--- config.mk ---
export PLATFORM = sky130hd
export DESIGN_NAME = struct_deser
export DESIGN_NICKNAME = d
export VERILOG_FILES = /design/src/rtl/struct_pkg.sv /design/src/rtl/struct_deser.sv
export SDC_FILE = /design/constraint.sdc
export NUM_CORES = 1
export LEC_CHECK = 0
export ABC_AREA = 1
export CORE_UTILIZATION = 49
export CTS_CLUSTER_DIAMETER = 80
export DETAILED_ROUTE_END_ITERATION = 6
export MAX_ROUTING_LAYER = met4
export PLACE_DENSITY = 0.77
export SLEW_MARGIN = 40
export SYNTH_ARGS = -nofsm -noshare
export SYNTH_HDL_FRONTEND = slang
export SYNTH_SLANG_ARGS = --single-unit
--- constraint.sdc ---
create_clock -name clk -period 2.9 [get_ports clk]
set_input_delay 0.58 -clock clk [delete_from_list [all_inputs] [get_ports clk]]
set_output_delay 0.58 -clock clk [all_outputs]
set_load 0.03 [all_outputs]
--- src/rtl/struct_pkg.sv ---
// Shared types for the serial-to-struct deserializer: word layout, widths and FSM states.
package struct_pkg;

   localparam int unsigned WORD_W = 5;
   localparam int unsigned A_W    = 2;
   localparam int unsigned B_W    = 3;
   localparam int unsigned CNT_W  = 3;

   typedef struct packed {
      logic [A_W-1:0] a;
      logic [B_W-1:0] b;
   } struct_1;

   typedef enum logic [1:0] {
      IDLE  = 2'd0,
      SHIFT = 2'd1,
      FULL  = 2'd2,
      DRAIN = 2'd3
   } state_e;

endpackage

--- src/rtl/struct_deser.sv ---
// Collects a 5-bit struct_1 word from a serial valid/ready stream (MSB first, s_last framed)
// and presents it on a valid/ready output; frames of the wrong length raise a one-cycle err.
module struct_deser
   import struct_pkg::*;
#(
   parameter struct_1 RST_VAL = '{a: '1, b: '0}
) (
   input  logic              clk,
   input  logic              rst,
   input  logic              s_valid,
   output logic              s_ready,
   input  logic              s_data,
   input  logic              s_last,
   output logic              m_valid,
   input  logic              m_ready,
   output logic [WORD_W-1:0] m_data,
   output logic [A_W-1:0]    m_a,
   output logic [B_W-1:0]    m_b,
   output logic              err
);

   state_e             state_q, state_d;
   logic [CNT_W-1:0]   cnt_q, cnt_d;
   logic [WORD_W-1:0]  shreg_q, shreg_d;
   struct_1            m_data_q, m_data_d;
   logic               m_valid_q, m_valid_d;
   logic               err_q, err_d;
   logic               xfer;
   logic               fifth_bit;
   logic [WORD_W-1:0]  shift_in;

   // Ready is withheld only while a word waits downstream, and throughout reset.
   assign s_ready   = ~rst & (state_q != FULL);
   assign xfer      = s_valid & s_ready;
   assign fifth_bit = (cnt_q == CNT_W'(WORD_W - 1));
   assign shift_in  = {shreg_q[WORD_W-2:0], s_data};

   always_comb begin
      state_d  = state_q;
      cnt_d    = cnt_q;
      shreg_d  = shreg_q;
      m_data_d = m_data_q;
      err_d    = 1'b0;

      case (state_q)
         IDLE, SHIFT: begin
            if (xfer) begin
               if (s_last) begin
                  cnt_d   = '0;
                  shreg_d = '0;
                  if (fifth_bit) begin
                     m_data_d = struct_1'(shift_in);
                     state_d  = FULL;
                  end else begin
                     err_d   = 1'b1;
                     state_d = IDLE;
                  end
               end else if (fifth_bit) begin
                  // Frame overran the word: flag once, then swallow the rest.
                  err_d   = 1'b1;
                  cnt_d   = '0;
                  shreg_d = '0;
                  state_d = DRAIN;
               end else begin
                  shreg_d = shift_in;
                  cnt_d   = cnt_q + CNT_W'(1);
                  state_d = SHIFT;
               end
            end
         end
         FULL: begin
            if (m_ready) begin
               state_d = IDLE;
            end
         end
         DRAIN: begin
            if (xfer && s_last) begin
               state_d = IDLE;
            end
         end
         default: begin
            state_d = IDLE;
         end
      endcase

      m_valid_d = (state_d == FULL);
   end

   always_ff @(posedge clk) begin
      if (rst) begin
         state_q   <= IDLE;
         cnt_q     <= '0;
         shreg_q   <= '0;
         m_data_q  <= RST_VAL;
         m_valid_q <= 1'b0;
         err_q     <= 1'b0;
      end else begin
         state_q   <= state_d;
         cnt_q     <= cnt_d;
         shreg_q   <= shreg_d;
         m_data_q  <= m_data_d;
         m_valid_q <= m_valid_d;
         err_q     <= err_d;
      end
   end

   assign m_valid = m_valid_q;
   assign m_data  = m_data_q;
   assign m_a     = m_data_q.a;
   assign m_b     = m_data_q.b;
   assign err     = err_q;

endmodule

==> impl_results.md <==
- Max IR drop VDD: 0.258 mV
- Routed WL per cell: 9.15 microns
- Syn avg cell area: 7.71 sq um
- Root buffer cell: clkbuf_4
- Layout cells sized above 1: 0.161
- Post-CTS Hold Fix Bufs: 0
- CTS resizes: 0
- Synth area leaders: dfxtp_1 40%, nand2_1 10%, nand3_1 5.7%, nand4_4 5.4%, inv_1 5.2%
- Register area share after synthesis: 0.403
- Area Overhead vs Synth: 23.0%
- Slew at the pin closest to its max-slew limit: 0.315 ns
- Layout net count: 127
- RSZ-0062 raised after global routing: false
- Initial antenna violation count: 0
- Avg Vias per Cell: 4.88
- Setup crit end kind: output port
- Commonest cells in the netlist: 22 x nand2_1, 16 x dfxtp_1, 11 x inv_1, 11 x nor2_1, 9 x nand3_1
- Crit path kind: input port to output port
- Leading area contributor after synthesis: dfxtp_1
- Tmin final: 2.52 ns
- First-pass GRT wire length: 2.18 mm
- Worst hold path type: flip-flop to flip-flop
- H-tree depth: 1
- Post-synth top area share: 0.403
- Die footprint: 1790 sq um
- Total clock sinks: 16
- Crit start category: input port
- CTS tree: yes
- Syn_nets: 111
- Fmax: 397 MHz
- Die width: 42.3 microns
- Status: completed
- CTS Buf Count: 3
- Initial Util: 0.527
- Row count: 14
- Routability Congestion: 0.794
- Final Cell Area: 977 sq um
- Area occupied by multi-input gates: 357 sq um
- Synthesis Warnings: 0
- PD cells: 420 nW/um^2
- Final hold vios: 0
- TNS Setup: 0 ns
- Synth Flop Type: dfxtp_1
- Later-pin clock latency in the skew report: 0.28 ns
- Post-synth ARST share: 0
- Clk buf depth: 2
- Final Routed Wirelength: 1.23 mm
- Detailed-route via count: 654
- DR pass1 iterations: 4
- Die height: 42.3 microns
- Fillers: 133
- ANT cells: 0
- DP Area: 941 sq um
- Vias in the first global route: 534
- Leakage: 0.435 nW
- Crit path DAT: 1.94 ns
- Fin. max-slew vios: 0
- Post-CTS setup buffers: 0
- Tot GR Track Use: 0.167
- DRT antenna net count: 0
- Post-layout util: 0.649
- Initial DRC count: 8
- Final setup vio count: 0
- Tcrit/Tclk final: 0.868
- FF+latch area: 320 sq um
- EDFF count, synth: 0
- CP required: 2.32 ns
- Yosys reg bits: 16
- Fin Clk Skew: 0.00611 ns
- Netlist Area Pre-Place: 795 sq um
- Count leader, synth: nand2_1
- Grt ovf: 0
- Core area: 1510 sq um
- Worst Path Max Fanout: 4
- Post-DP HPWL: 952 microns
- Synth Instances: 103
- Worst-path clk slew: 0.09 ns
- Port bufs: 18
- Largest net degree at the start of global routing: 15
- Max Cap Viol: 0
- Cell variety after synth: 21
- DRC: 0
- Slew margin rel.: 0.790
- Boundary pin count: 19
## flip-flops by register name, indices dropped and copies added (netlist names)
name,cells
shreg_q,4
cnt_q,3
m_b,3
m_a,2
state_q,2
err,1
m_valid,1
## critical path, cell delays in order
cell and delay (ns):
clkdlybuf4s50_1 0.47, a21oi_1 0.19, clkdlybuf4s50_1 0.70
## area by class of cell
| type | instances | share of cell area |
|---|---|---|
| flip-flops and latches | 16 | 0.328 |
| clock buffers | 4 | 0.0371 |
| inverters | 17 | 0.0653 |
| multi-input cells | 63 | 0.365 |
| repair buffers | 18 | 0.184 |
| well taps | 16 | 0.0205 |
## through the flow
step / worst slack [ns] / hold slack (ns) / instances / power, mW
3_3_place_gp: 0.408 / 0.456 / 130 / 0.272
6_report: 0.384 / 0.475 / 134 / 0.410
3_5_place_dp: 0.389 / 0.465 / 130 / 0.273
4_1_cts: 0.389 / 0.480 / 134 / 0.418
2_1_floorplan: 1.23 / 0.443 / 103 / 0.258
5_1_grt: 0.304 / 0.498 / 134 / 0.434
## where the power goes
part / switching, mW / internal, mW
sequential: 0.00241 / 0.223
clock: 0.0665 / 0.0763
combinational: 0.0247 / 0.0169
total: 0.0936 / 0.317
## cell usage in the layout, fill, tap and decap left out, types with 2 or more instances in the layout
cell type and instances:
inv_1 11, dfxtp_1 16, inv_2 6, nor2_1 11, a21oi_1 4, clkbuf_4 3, ha_1 2, o21ai_1 4
nand3_1 9, nand4_4 2, clkdlybuf4s50_1 18, nand2_2 2, nand2_1 22
## cell families after synthesis
family / share of synthesized area
simple gates: 0.350
buf+inv: 0.148
flops: 0.403
compound gates: 0.0677
fa+ha+maj: 0.0315
## per-layer routing
layer / share of wire / track usage / wire length (microns) / vias up
met3: 0.042 / 0.0388 / 52 / 2
met1: 0.47 / 0.203 / 571 / 291
met2: 0.48 / 0.252 / 591 / 18
met4: 0.0082 / 0.0938 / 10 / 0
li1: - / - / - / 343
met5: 0 / - / 0 / -
## worst paths after layout
| kind | from | end | slack, ns | cells past startpoint |
|---|---|---|---|---|
| setup / recovery | rst | s_ready | 0.38 | 3 |
| hold / removal | shreg_q[3]$_SDFFE_PP0N_ | shreg_q[3]$_SDFFE_PP0N_ | 0.48 | 2 |
| setup reg to reg | cnt_q[0]$_SDFFE_PP0N_ | m_a[0]$_SDFFE_PP1P_ | 1.61 | 9 |
| hold reg to reg | shreg_q[3]$_SDFFE_PP0N_ | shreg_q[3]$_SDFFE_PP0N_ | 0.48 | 2 |
(Power assumes the default switching activity.)
